### src/rtl/uart_pkg.sv
// Shared UART RX definitions: FSM request codes, data-width limits and code decoding.
package uart_pkg;

  localparam logic [3:0] CTRL_HUNT   = 4'b0000;
  localparam logic [3:0] CTRL_START  = 4'b0001;
  localparam logic [3:0] CTRL_DATA   = 4'b0010;
  localparam logic [3:0] CTRL_PARITY = 4'b0100;
  localparam logic [3:0] CTRL_STOP0  = 4'b1000;
  localparam logic [3:0] CTRL_STOP1  = 4'b1001;

  localparam logic [3:0] DATA_MIN = 4'd5;
  localparam logic [3:0] DATA_MAX = 4'd8;

  typedef enum logic [2:0] {
    STG_HUNT,
    STG_START,
    STG_DATA,
    STG_PARITY,
    STG_STOP0,
    STG_STOP1
  } stage_e;

  // Unlisted request codes all mean "hunt for a start edge".
  function automatic stage_e decodeStage(input logic [3:0] code);
    case (code)
      CTRL_START:  return STG_START;
      CTRL_DATA:   return STG_DATA;
      CTRL_PARITY: return STG_PARITY;
      CTRL_STOP0:  return STG_STOP0;
      CTRL_STOP1:  return STG_STOP1;
      default:     return STG_HUNT;
    endcase
  endfunction

  function automatic logic [3:0] clampWidth(input logic [3:0] n);
    if (n < DATA_MIN)      return DATA_MIN;
    else if (n > DATA_MAX) return DATA_MAX;
    else                   return n;
  endfunction

endpackage

### src/rtl/rx_line_sync.sv
// Serial line synchronizer with falling-edge detect.
// With RX_MAJORITY_VOTE_EN defined it also keeps a tick-rate history for 2-of-3 voting.
module rx_line_sync (
  input  logic PCLK,
  input  logic PRESETn,
`ifdef RX_MAJORITY_VOTE_EN
  input  logic i_sampleTick,
`endif
  input  logic i_rxd,
  output logic o_fall,
  output logic o_sampleBit
);

  logic r_meta;
  logic r_sync;
  logic r_prev;

  // Idle-high reset so a line held low through reset never looks like a start edge.
  always_ff @(posedge PCLK or negedge PRESETn) begin
    if (!PRESETn) begin
      r_meta <= 1'b1;
      r_sync <= 1'b1;
      r_prev <= 1'b1;
    end else begin
      r_meta <= i_rxd;
      r_sync <= r_meta;
      r_prev <= r_sync;
    end
  end

  assign o_fall = r_prev & ~r_sync;

`ifdef RX_MAJORITY_VOTE_EN
  logic [1:0] r_hist;

  always_ff @(posedge PCLK or negedge PRESETn) begin
    if (!PRESETn)          r_hist <= 2'b11;
    else if (i_sampleTick) r_hist <= {r_hist[0], r_sync};
  end

  // The two previous ticks plus the current one.
  assign o_sampleBit = (r_hist[1] & r_hist[0]) | (r_hist[1] & r_sync) | (r_hist[0] & r_sync);
`else
  assign o_sampleBit = r_sync;
`endif

endmodule

### src/rtl/rx_shift_register.sv
// UART RX oversampling front end: start detect, mid-bit sampling, data/parity/stop checks.
// Optional RX_MAJORITY_VOTE_EN selects 2-of-3 voting around the mid-bit sample point.
module rx_shift_register
  import uart_pkg::*;
#(
  parameter int OVERSAMPLE = 16,
  parameter int MAX_DATA   = 8
) (
  input  logic                PCLK,
  input  logic                PRESETn,
  input  logic                sample_tick,
  input  logic                rxd,
  input  logic [3:0]          ctrl_shift_register,
  input  logic [3:0]          number_data_receive,
  input  logic                parity_odd,
  input  logic                ctrl_rx_buffer,
  output logic                data_is_avail,
  output logic                start_bit,
  output logic                data_is_received,
  output logic                parity_bit,
  output logic                stop_bit,
  output logic [MAX_DATA-1:0] rx_data
);

  localparam int PW = $clog2(OVERSAMPLE);
  localparam int CW = $clog2(MAX_DATA + 1);
`ifdef RX_MAJORITY_VOTE_EN
  localparam logic [PW-1:0] SAMPLE_PH = PW'(OVERSAMPLE / 2);
`else
  localparam logic [PW-1:0] SAMPLE_PH = PW'(OVERSAMPLE / 2 - 1);
`endif

  logic                w_fall;
  logic                w_bit;
  logic                w_samplePoint;
  stage_e              w_stage;
  logic [3:0]          w_n;
  logic [CW-1:0]       w_shamt;

  logic [PW-1:0]       r_ph;
  logic [3:0]          r_prevCode;
  logic [3:0]          r_bitCnt;
  logic [MAX_DATA-1:0] r_shift;
  logic [MAX_DATA-1:0] r_rxData;
  logic                r_parity;
  logic                r_dataAvail;
  logic                r_startBit;
  logic                r_dataRcvd;
  logic                r_parityBit;
  logic                r_stopBit;

  rx_line_sync u_sync (
    .PCLK        (PCLK),
    .PRESETn     (PRESETn),
`ifdef RX_MAJORITY_VOTE_EN
    .i_sampleTick(sample_tick),
`endif
    .i_rxd       (rxd),
    .o_fall      (w_fall),
    .o_sampleBit (w_bit)
  );

  assign w_stage       = decodeStage(ctrl_shift_register);
  assign w_n           = clampWidth(number_data_receive);
  assign w_shamt       = CW'(MAX_DATA) - CW'(w_n);
  assign w_samplePoint = sample_tick && (r_ph == SAMPLE_PH);

  // Bit timing is anchored to the start edge and free-runs across every stage.
  always_ff @(posedge PCLK or negedge PRESETn) begin
    if (!PRESETn)                        r_ph <= '0;
    else if (w_stage == STG_HUNT && w_fall) r_ph <= '0;
    else if (sample_tick)                r_ph <= r_ph + 1'b1;
  end

  always_ff @(posedge PCLK or negedge PRESETn) begin
    if (!PRESETn) begin
      r_prevCode  <= CTRL_HUNT;
      r_bitCnt    <= '0;
      r_shift     <= '0;
      r_rxData    <= '0;
      r_parity    <= 1'b0;
      r_dataAvail <= 1'b0;
      r_startBit  <= 1'b0;
      r_dataRcvd  <= 1'b0;
      r_parityBit <= 1'b0;
      r_stopBit   <= 1'b0;
    end else begin
      r_prevCode <= ctrl_shift_register;
      // Reads the shifter before any same-cycle hunt clear takes effect.
      if (ctrl_rx_buffer) r_rxData <= r_shift >> w_shamt;

      case (w_stage)
        STG_START: begin
          r_dataRcvd  <= 1'b0;
          r_parityBit <= 1'b0;
          r_stopBit   <= 1'b0;
          if (w_samplePoint) begin
            r_startBit <= ~w_bit;
            if (w_bit) r_dataAvail <= 1'b0;
          end
        end
        STG_DATA: begin
          r_startBit  <= 1'b0;
          r_parityBit <= 1'b0;
          r_stopBit   <= 1'b0;
          if (w_samplePoint && (r_bitCnt < w_n)) begin
            r_shift  <= {w_bit, r_shift[MAX_DATA-1:1]};
            r_parity <= r_parity ^ w_bit;
            r_bitCnt <= r_bitCnt + 4'd1;
            if (r_bitCnt + 4'd1 == w_n) r_dataRcvd <= 1'b1;
          end
        end
        STG_PARITY: begin
          r_startBit <= 1'b0;
          r_dataRcvd <= 1'b0;
          r_stopBit  <= 1'b0;
          if (w_samplePoint) r_parityBit <= ((w_bit ^ r_parity) == parity_odd);
        end
        STG_STOP0, STG_STOP1: begin
          r_startBit  <= 1'b0;
          r_dataRcvd  <= 1'b0;
          r_parityBit <= 1'b0;
          if (w_samplePoint)
            r_stopBit <= w_bit;
          else if (w_stage == STG_STOP1 && r_prevCode != CTRL_STOP1)
            r_stopBit <= 1'b0;
        end
        default: begin
          r_startBit  <= 1'b0;
          r_dataRcvd  <= 1'b0;
          r_parityBit <= 1'b0;
          r_stopBit   <= 1'b0;
          r_bitCnt    <= '0;
          r_shift     <= '0;
          r_parity    <= 1'b0;
          if (w_fall)
            r_dataAvail <= 1'b1;
          else if (decodeStage(r_prevCode) != STG_HUNT)
            r_dataAvail <= 1'b0;
        end
      endcase
    end
  end

  assign data_is_avail    = r_dataAvail;
  assign start_bit        = r_startBit;
  assign data_is_received = r_dataRcvd;
  assign parity_bit       = r_parityBit;
  assign stop_bit         = r_stopBit;
  assign rx_data          = r_rxData;

endmodule

### config.mk
export PLATFORM = sky130hd
export DESIGN_NAME = rx_shift_register
export DESIGN_NICKNAME = d
export VERILOG_FILES = /design/src/rtl/uart_pkg.sv /design/src/rtl/rx_line_sync.sv /design/src/rtl/rx_shift_register.sv
export SDC_FILE = /design/constraint.sdc
export NUM_CORES = 1
export LEC_CHECK = 0
export CORE_ASPECT_RATIO = 0.9
export CORE_MARGIN = 2
export CORE_UTILIZATION = 50
export CTS_CLUSTER_SIZE = 14
export DETAILED_ROUTE_END_ITERATION = 8
export HOLD_SLACK_MARGIN = 0.06
export PLACE_DENSITY = 0.69
export SLEW_MARGIN = 0
export SYNTH_ARGS = -nofsm -noshare
export SYNTH_HDL_FRONTEND = slang
export SYNTH_SLANG_ARGS = --single-unit
### constraint.sdc
create_clock -name PCLK -period 5.34 [get_ports PCLK]
set_clock_uncertainty 0.2 [all_clocks]
set_input_delay 0.534 -clock PCLK [delete_from_list [all_inputs] [get_ports PCLK]]
set_output_delay 0.534 -clock PCLK [all_outputs]
set_load 0.01 [all_outputs]
# [Word level (Yosys, flattened, before mapping)]
# Cells that the tools add are included.
[op_classes] n_addsub=3 mul=0 div_mod_pow=0 order_cmp=3 eq_ne=25 n_shift=1 n_mux=29 bitwise=5 reduce_logical=15
[op_table] operator="$pmux 3 s5" n=2
[op_table] operator="$mux 4" n=5
[op_table] operator="$eq 4x4->1 const B" n=4
[op_table] operator="$pmux 8 s2" n=1
[op_table] operator="$mux 1" n=15
[op_table] operator="$eq 4x3->1 const B" n=3
[op_table] operator="$add 4x1->4 const B" n=2
[op_table] operator="$eq 4x1->1 const B" n=2
[op_table] operator="$eq 4x2->1 const B" n=2
[op_table] operator="$mux 8" n=1
[op_table] operator="$ne 2x2->1 const B" n=4
[op_table] operator="$pmux 4 s2" n=1
[op_table] operator="$reduce_or 4->1" n=2
[op_table] operator="$shr 8x4->8" n=1
[op_table] operator="$eq 3x2->1 const B" n=2
[op_table] operator="$eq 3x3->1 const B" n=2
[op_table] operator="$mux 3" n=2
[op_table] operator="$reduce_bool 3->1" n=2
[op_table] operator="$reduce_or 5->1" n=1
[op_table] operator="$eq 4x4->1" n=1
[op_table] operator="$gt 4x4->1 const B" n=1
[op_table] operator="$logic_and 1x1->1" n=4
[op_table] operator="$lt 4x3->1 const B" n=1
[op_table] operator="$lt 4x4->1" n=1
[op_table] operator="other kinds (15)" n=19
[totals] regBits=37 latchBits=0 mem_bits_rw=0 mem_bits_ro=0 output_inout_bits=13 elab_cells=95 mem_count=0

# [Logic depth before layout (Yosys ltp)]
# Gate-level depths: netlist (run 1).
[depth] word_depth=9 ltp_mapped=10 ltp_nobuf=8

# [Modules after synthesis]
# From an unflattened synthesis (run 1), not the netlist that was laid out.
[unflattened] cells_unflattened=200 area_unflattened_um2=2139.6
[by_module_without_submodules] mod="rx_shift_register" instances=1 cells_each=196 area_each_um2=2047.0 seq_area_each_um2=850.8
[by_module_without_submodules] mod="rx_line_sync" instances=1 cells_each=4 area_each_um2=92.6 seq_area_each_um2=78.8

# [Worst setup path after synthesis (run 1)]
# OpenSTA, ideal clock, no wires.
[synth_path] kind="in2reg" startpoint="input port number_data_receive[3]" endpoint="register r_shift[7]" arrival_ps=2340 required_time_ps=5012 slack_ps=2672 cell_stages=9 path_buffers=2 path_cell_list="buf_2 -> nand3b_1 -> ha_1 -> nor2b_1 -> o31ai_1 -> and2_1 -> o21bai_1 -> buf_6 -> mux2_1"
[synth_via] elab_chain_cells=7 word_cells_on_any_way=8 classes_between="3 x order compare; 1 x eq/ne; 2 x mux; 2 x reduce/logical"
[synth_rtl] element="from (decl)" line_no="rx_shift_register.sv:14" text="input logic [3:0] number_data_receive,"
[synth_rtl] element="$gt 4x4->1" line_no="uart_pkg.sv:37" text="else if (n > DATA_MAX) return DATA_MAX;"
[synth_rtl] element="$mux 4" line_no="uart_pkg.sv:37"
[synth_rtl] element="$mux 4 (*)" line_no="uart_pkg.sv:36" text="if (n < DATA_MIN) return DATA_MIN;"
[synth_rtl] element="$lt 4x4->1 (*)" line_no="rx_shift_register.sv:106" text="if (w_samplePoint && (r_bitCnt < w_n)) begin"
[synth_rtl] element="$logic_and 1x1->1 (*)" line_no="rx_shift_register.sv:106"
[synth_rtl] element="$ne 2x2->1 (no line) (*)"
[synth_rtl] element="$reduce_and 2->1 (no line) (*)"
[synth_rtl] element="to (signal assigned)" line_no="rx_shift_register.sv:107" text="r_shift <= {w_bit, r_shift[MAX_DATA-1:1]};"
[synth_rtl] element="to (decl)" line_no="rx_shift_register.sv:43" text="logic [MAX_DATA-1:0] r_shift;"
# Every way passes the cells marked *; elsewhere a longest branch is shown, timed or not.
# A chain may end at the register's enable or synchronous reset.

# [Final worst setup path (run 1)]
# Same ends and word-level chain as after synthesis.

==> results.md, run 1 <==
Critical path:
- The logic depth of the worst register-to-register path is 7.
- The required time at the worst-slack endpoint is 5320 ps.
- The worst setup path startpoint is number_data_receive[3].
- The worst-path maximum fanout is 13.
- The launching element type of the critical path is an input port.
- STA classifies the critical path endpoint as a flop.
- The capture point of the worst reg-to-reg path is r_shift[7]$_DFFE_PN0P_.
- Data arrives at the worst endpoint at around 3200 ps.
- The slack of the worst reg-to-reg path is approximately 3000 ps.
- By startpoint and endpoint, the worst setup path is classified as in -> reg.
- The startpoint identified for the worst register-to-register timing path is r_bitCnt[1]$_DFFE_PN0P_.

Clock network:
- Clock-pin slew was measured on the worst setup and hold paths at around 80 ps.
- The library cell used as clock root buffer is clkbuf_8.
- The maximum clock insertion buffer count is 2.
- The maximum level of the CTS H-tree is 2.
- The clock sink total is 37.
- The TritonCTS clock tree is built.
- At the later pin of the worst-skew pair, clock insertion delay measures a little under 300 ps.
- The buffers inserted during post-CTS setup optimization is 0.
- Post-CTS repair changed the size of 0 cells.
- For this design, the CTS-stage hold fixing added 0 buffers.
- The clock buffer count from CTS is 5.

Global route:
- The total overflow left after global routing is 0.
- The largest net degree at the start of global routing is 38.
- The first global-routing pass estimated around 6800 um of wire.
- The initial antenna violation count was 0.
- The via count of the first global-routing pass is approximately 1400.
- The global routing usage summed across all routing layers is 0.1871.

Logic synthesis:
- Yosys mapped a number of flops with a built-in enable equal to 0.
- By area the synthesized netlist is led by dfrtp_1 (40%), mux2i_1 (6.2%), ha_1 (4.2%), dfstp_2 (3.7%), mux4_1 (3.7%).
- The count of yosys warnings during synthesis is 0.
- Synthesis instantiated 46 different standard cells from the library.
- By instance count, the leading cell after synthesis is dfrtp_1.
- The per-instance average area after synthesis is just over 10 um^2.
- After synthesis the netlist holds a flip-flop and latch count of 37.
- The net count after synthesis is approximately 230.
- The post-synthesis sequential area ratio is 0.4409.
- The largest area contributor in the synthesized netlist is dfrtp_1.
- Synthesis handed over a netlist of ~210 instances.
- The mapped netlist covers around 0.0021 mm^2.
- In the synthesized netlist the dominant register cell turns out to be dfrtp_1.
- The fraction of registers with async set or reset after synthesis is 1.000.
- Sorting the synthesized cells by how often they occur yields dfrtp_1 (34), nor2_1 (19), nand2_1 (18), inv_1 (15), mux2i_1 (13).
- The share of synthesized area in the top cell type comes to 0.4036.

Pwr:
- Of the total power, registers draw 0.474.
- The proportion of power drawn by combinational gates is 0.153.
- The internal power of the cells is approximately 490 uW.
- The clock network fraction of total power is 0.372.
- The cell leakage power is 0.001096 uW.
- The total power per unit cell area is around 270 mW/mm^2.
- For this design the total switching power over the nets is between 150 and 200 uW.
- The peak supply drop is about 0.18 mV.
- The switching share of total power is 0.2630.

Layout:
- Compared with the post-synthesis result, the final layout area differs by 18.52%.
- The number of diodes added for antenna fixing is 0.
- The share of cells above drive strength 1 is 0.1021.
- Counting the fill cells in the layout gives between 300 and 400.
- In the final design database the tool counted between 200 and 300 nets.
- The final core area utilization is 0.6133.

Run:
- The number of violations of the max-capacitance limit is 0.

Placement:
- The congestion estimate from routability-driven global placement came to 0.8371.
- The half-perimeter wire length after placement is 2865 um.
- The count of buffers from port buffering is 26.

Floorplanning:
- The placeable core region is 0.004074 mm^2.
- The I/O pin total is 27.
- The die outline width is between 70 and 80 um.
- The starting density of the core is 0.5175.
- The number of rows in the core area is 22.
- The die is between 60 and 70 um tall.
- The floorplan step defined a die boundary enclosing 0.004752 mm^2.

Detailed routing:
- The total number of vias is approximately 1600.
- The overall routed net length is about 4000 um.
- The antenna violation net count after detailed routing is 0.
- The total iterations of the first detailed-routing run is 4.
- The DRC violations left is 0.
- After the first detailed-routing iteration, the DRC count stood at around 240.
- Dividing the detail-routed wire length by the instance count gives about 14 um.
- The per-cell via count in the routed design is between 5 and 6.

STA:
- The number of setup violations in the final report is 0.
- The final hold violation count is 0.
- The period utilization is 0.6014.
- For the pin with the worst max-slew slack, the measured transition is ~910 ps.
- In this run the tightest slew margin relative to its limit is 0.3927.
- The count of pins over their slew limit is 0.
- Setup repair after global routing left no endpoint under its margin.
- The final critical-path required period is 3211 ps.
- The fmax is about 0.31 GHz.
- For the final routed database, the setup TNS stands at 0 ps.

Outcome:
- The run finished with clean final reports.

Min path:
- The worst min-delay path class is in -> async.
final cells by class:
cell class                 instances  area [um^2]  area share
sequential                        37        929.6      0.3721
tap                               48        60.06     0.02404
timing repair buffer              27        262.8      0.1052
clock buffer                       5        68.82     0.02754
clock inverter                     3        46.29     0.01853
inverter                          16        62.56     0.02504
multi-input combinational        147         1069      0.4276
state kept, by name (all words and copies together) (netlist names):
signal / flops
r_shift: 8
rx_data: 8
r_bitCnt: 4
r_ph: 4
r_prevCode: 4
data_is_avail: 1
data_is_received: 1
parity_bit: 1
r_parity: 1
start_bit: 1
stop_bit: 1
u_sync.o_sampleBit: 1
u_sync.r_meta: 1
u_sync.r_prev: 1
critical path, cell delays in order:
cell and delay [ps]:
clkdlybuf4s50_1 680, nand3b_1 360, ha_1 300, nor2b_1 120, o31ai_1 360, and2_1 230, o21bai_1 70, buf_4 190
mux2_1 320
cell usage in the layout, fill, tap and decap left out, types with 4 or more instances in the layout:
| cell | n |
|---|---|
| nor2b_1 | 4 |
| nand3_1 | 6 |
| xor2_1 | 5 |
| inv_1 | 15 |
| a21oi_1 | 9 |
| clkbuf_8 | 5 |
| nand2_1 | 18 |
| o22ai_1 | 4 |
| nor2_1 | 19 |
| o21ai_0 | 8 |
| mux2i_1 | 13 |
| ha_1 | 7 |
| clkdlybuf4s50_1 | 25 |
| a31oi_1 | 5 |
| dfrtp_1 | 34 |
| nor3_1 | 8 |
through the flow:
| stage | total power [uW] | instances | hold WS (ps) | instance area, um^2 | setup WS (ps) |
|---|---|---|---|---|---|
| after global placement | 421.2 | 275 | 145.7 | 2384 | 1887 |
| after global routing | 698.4 | 283 | 161.5 | 2499 | 2022 |
| after detailed placement | 423.2 | 275 | 149.0 | 2384 | 1784 |
| after floorplan | 385.5 | 208 | 38.41 | 2108 | 2672 |
| after CTS | 672.5 | 283 | 160.0 | 2499 | 2110 |
| final | 662.7 | 283 | 160.1 | 2499 | 2129 |
cells by family after synthesis:
kind of cell	synth area share
xor+xnor	0.04095
compound gates	0.1104
fa+ha+maj	0.04154
buf+inv	0.05222
flops	0.4410
simple gates	0.1881
mux	0.1258
routing by layer:
layer / vias up / GRT usage / part of all wire
li1: 788 / - / -
met1: 718 / 0.2818 / 0.52
met2: 38 / 0.2603 / 0.42
met3: 7 / 0.04755 / 0.043
met4: 0 / 0.06250 / 0.014
met5: - / 0 / 0
power by group through the flow:
stage	combinational, uW	clock (uW)	sequential [uW]
floorplan	66.5	0	319
global placement	102	0	319
detailed placement	103	0	320
CTS	103	255	314
global route	114	268	317
finish	102	247	314
how the worst max path moves through the flow:
stage                     slack (ps)                      to  cells past startpoint
after detailed placement        1780  r_shift[7]$_DFFE_PN0P_                      9
final                           2130  r_shift[7]$_DFFE_PN0P_                      9
after CTS                       2110  r_shift[7]$_DFFE_PN0P_                      9
after floorplan                 2670  r_shift[7]$_DFFE_PN0P_                      9
after global routing            2020  r_shift[7]$_DFFE_PN0P_                      9
after global placement          1890  r_shift[7]$_DFFE_PN0P_                      9
Power figures use the tool's default switching activity.
==> inputs of run 2 (changes only) <==
--- a/config.mk
+++ b/config.mk
@@ -11,7 +11,7 @@
 export CTS_CLUSTER_SIZE = 14
 export DETAILED_ROUTE_END_ITERATION = 8
 export HOLD_SLACK_MARGIN = 0.06
-export PLACE_DENSITY = 0.69
+export PLACE_DENSITY = 0.72
 export SLEW_MARGIN = 0
 export SYNTH_ARGS = -nofsm -noshare
 export SYNTH_HDL_FRONTEND = slang
==> constraint.sdc (replaced) <==
create_clock -name PCLK -period 2.65 [get_ports PCLK]
set_clock_uncertainty 0.2 [all_clocks]
set_input_delay 0.265 -clock PCLK [delete_from_list [all_inputs] [get_ports PCLK]]
set_output_delay 0.265 -clock PCLK [all_outputs]
set_load 0.01 [all_outputs]
==> run 2 against run 1 <==
Effect of this change: final cell count is 4.2% higher; sequential power increased by 100%; flip-flop and latch count unchanged; highest routed layer unchanged.
==> results.md, run 2 (same netlist as run 1, synthesis figures left out) <==
Outcome:
- Status: finished clean (unchanged).

Min path:
- The count of cells along the worst hold path is 0.
- The worst min-delay path class is reg -> reg (was in -> async).
- The worst hold path begins at u_sync.r_meta$_DFF_PN1_.
- The worst min-delay path endpoint is u_sync.o_sampleBit$_DFF_PN1_.

STA:
- The setup TNS is 0 ps (unchanged).
- The final hold violation count is 0 (unchanged).
- Of the available clock period, the critical path in the final layout requires 0.8688.
- The fmax is 0.4344 GHz.
- The slew of the pin with the lowest slew margin is 827.1 ps (was 910.9 ps).
- The relative slew slack is 0.4486 (was 0.3927).
- The count of pins over their slew limit is 0 (unchanged).
- Unrepaired setup endpoints after global routing: no (unchanged).
- The final critical-path required period is around 2300 ps.
- The number of setup violations in the final report is 0 (unchanged).

Floorplanning:
- The placeable core region is 0.004074 mm^2 (unchanged).
- The total die area was 0.004752 mm^2 (unchanged).
- The die outline width came to 72.45 um (unchanged).
- The number of rows in the core area came to 22 (unchanged).
- The starting density of the core is 0.5175 (unchanged).
- The vertical die dimension came to 65.60 um (unchanged).
- The I/O pin total came to 27 (unchanged).

Pwr:
- The cell leakage power was 0.001150 uW (was 0.001096 uW).
- The total power per unit cell area is 496.8 mW/mm^2 (was 265.2 mW/mm^2).
- The internal power of the cells is 927.3 uW (was 488.4 uW).
- The switching power of the nets is 350.8 uW (was 174.3 uW).
- The share of power burned in registers came to 0.496 (was 0.474).
- The peak supply drop was 0.4156 mV (was 0.1764 mV).
- The proportion of power drawn by combinational gates is 0.175 (was 0.153).
- The switching share of total power is 0.2745 (was 0.2630).
- The sum of internal, switching and leakage power was 1278 uW (was 662.7 uW).
- The clock network fraction of total power came to 0.329 (was 0.372).

Global route:
- The via count of the first global-routing pass came to 1550 (was 1442).
- The first-pass GRT wire length was 7307 um (was 6775 um).
- The total congestion overflow was 0 (unchanged).
- The initial antenna violation count was 0 (unchanged).
- The largest net degree at the start of global routing is 38 (unchanged).
- The global routing usage summed across all routing layers is 0.1989 (was 0.1871).

Detailed routing:
- The overall routed net length is 4226 um (was 4006 um).
- The total number of vias is 1617 (was 1551).
- The DRC violations left came to 0 (unchanged).
- The DRC marker count from the first detailed-route iteration was 142 (was 241).
- The per-cell via count in the routed design is 5.481 (about the same).
- The per-cell routed wire length is 14.33 um (was 14.16 um).
- The antenna violation net count after detailed routing is 0 (unchanged).
- The total iterations of the first detailed-routing run is 4 (unchanged).

Placement:
- The final RePlAce weighted congestion is 0.8891 (was 0.8371).
- The count of buffers from port buffering was 26 (unchanged).
- The half-perimeter wire length after placement is 3090 um (was 2865 um).

Clock network:
- The maximum level of the CTS H-tree is 2 (unchanged).
- The TritonCTS clock tree is built (unchanged).
- The register clock-pin slew on the reported worst setup and hold paths is 80 ps (about the same).
- The library cell used as clock root buffer was clkbuf_8 (unchanged).
- The clock sink total came to 37 (unchanged).
- The clock buffer count from CTS is 5 (unchanged).
- The maximum clock insertion buffer count came to 2 (unchanged).
- The later-pin clock latency in the skew report is 290 ps (about the same).

Critical path:
- The largest incremental delay on the critical path is 470 ps (was 680 ps).
- The required time at the worst-slack endpoint was 2660 ps (was 5320 ps).
- The endpoint class of the critical path is a flop (unchanged).
- The critical-path cell with the highest stage delay was clkdlybuf4s50_1 (unchanged).
- The startpoint of the most critical register-to-register path is r_bitCnt[1]$_DFFE_PN0P_ (unchanged).
- The logic depth of the worst register-to-register path is 7 (unchanged).
- The launching element type of the critical path is an input port (unchanged).
- The critical setup path kind was in -> reg (unchanged).
- The worst-path maximum fanout is 9 (was 13).
- Worst path cell trace: clkdlybuf4s50_1 > and3b_1 > nor2_4 > ha_1 > nor2b_1 > o31ai_1 > and2_1 > o21bai_1 > buf_4 > mux2i_1 (was clkdlybuf4s50_1 > nand3b_1 > ha_1 > nor2b_1 > o31ai_1 > and2_1 > o21bai_1 > buf_4 > mux2_1).
- The slack of the worst reg-to-reg path was 570 ps (was 2990 ps).
- The arrival time of the worst setup path was 2310 ps (was 3190 ps).
- The capture point of the worst reg-to-reg path is r_shift[2]$_DFFE_PN0P_ (was r_shift[7]$_DFFE_PN0P_).

Run:
- The number of violations of the max-capacitance limit is 0 (unchanged).

Layout:
- The share of cells above drive strength 1 is 0.1417 (was 0.1021).
- The area used by sequential logic in the layout is 929.6 um^2 (unchanged).
- The number of diodes added for antenna fixing is 0 (unchanged).
- The most common library cell in the layout ignoring fill and taps is dfrtp_1 (unchanged).
- The count of nets after finishing is 267 (was 255).
- The signed area change from the synthesized netlist to the final layout came to 22.02% (was 18.52%).
- Commonest cells after routing, fill and taps aside: dfrtp_1 (34), clkdlybuf4s50_1 (25), nor2_1 (19) (unchanged).
- The final-layout fill cell count is 364 (was 373).
- The total area of multi-input combinational cells is 0.001069 mm^2 (unchanged).
==> run 2: cell types whose count changed in the layout (fill, tap and decap cells not counted) <==
cell,previous run,this run
clkbuf_8,5,6
clkinv_2,0,1
buf_2,0,1
buf_4,1,12
clkinvlp_4,1,0
dlygate4sd3_1,0,1
bufinv_16,1,0
clkbuf_2,1,0
==> run 2: what timing repair did <==
| item | 4_1_cts | 5_1_grt |
|---|---|---|
| gates resized for setup | 0 | 0 |
| hold buffers | 1 | 0 |
| buffers inserted | 0 | 0 |
| endpoints found under the hold margin | 34 | 0 |
| endpoints found under the setup margin | 0 | 0 |
==> run 2: power groups by stage <==
stage | Sequential [uW] | Combinational, uW | Clock [uW]
3_3_place_gp | 643 | 219 | 0
3_5_place_dp | 644 | 223 | 0
5_1_grt | 641 | 248 | 449
4_1_cts | 634 | 225 | 429
6_report | 634 | 223 | 421
2_1_floorplan | 643 | 134 | 0
==> run 2: area by class of cell <==
class                   count  area share
clock inverters             2    0.005350
repair buffers             39      0.1381
inverters                  16     0.02432
clock buffers               6     0.03210
multi-input cells         147      0.4154
flip-flops and latches     37      0.3614
well taps                  48     0.02335
==> run 2: metal layers <==
metal / GRT usage / share of wire / wire, um
met2: 0.2901 / 0.42 / 1789
met3: 0.03221 / 0.040 / 168
met1: 0.3053 / 0.53 / 2219
met5: 0 / 0 / 0
met4: 0.05556 / 0.011 / 48
==> run 2: how the worst max path moves through the flow <==
stage	start	to	slack (ps)
final	number_data_receive[2]	r_shift[2]$_DFFE_PN0P_	350
after global routing	number_data_receive[2]	r_shift[4]$_DFFE_PN0P_	210
after CTS	number_data_receive[2]	r_shift[2]$_DFFE_PN0P_	350
after detailed placement	number_data_receive[2]	r_shift[2]$_DFFE_PN0P_	20
after global placement	number_data_receive[3]	r_shift[2]$_DFFE_PN0P_	100
after floorplan	number_data_receive[3]	r_shift[7]$_DFFE_PN0P_	250
==> run 2: per-stage QoR <==
step | instances | cell area, um^2 | setup slack, ps | hold slack (ps) | util
global route | 295 | 2572 | 214.9 | 165.5 | 0.6315
CTS | 295 | 2572 | 349.1 | 159.1 | 0.6315
detailed placement | 286 | 2466 | 22.10 | 148.4 | 0.6053
finish | 295 | 2572 | 347.7 | 159.0 | 0.6315
floorplan | 208 | 2108 | 251.5 | -230.6 | -
global placement | 286 | 2466 | 95.70 | 151.9 | 0.6053
==> run 2: worst max-delay path, delay by kind of cell <==
family / cells / cell delay [ps]
buf+inv: 2 / 720
compound gates: 2 / 270
fa+ha+maj: 1 / 180
mux: 1 / 230
simple gates: 4 / 650
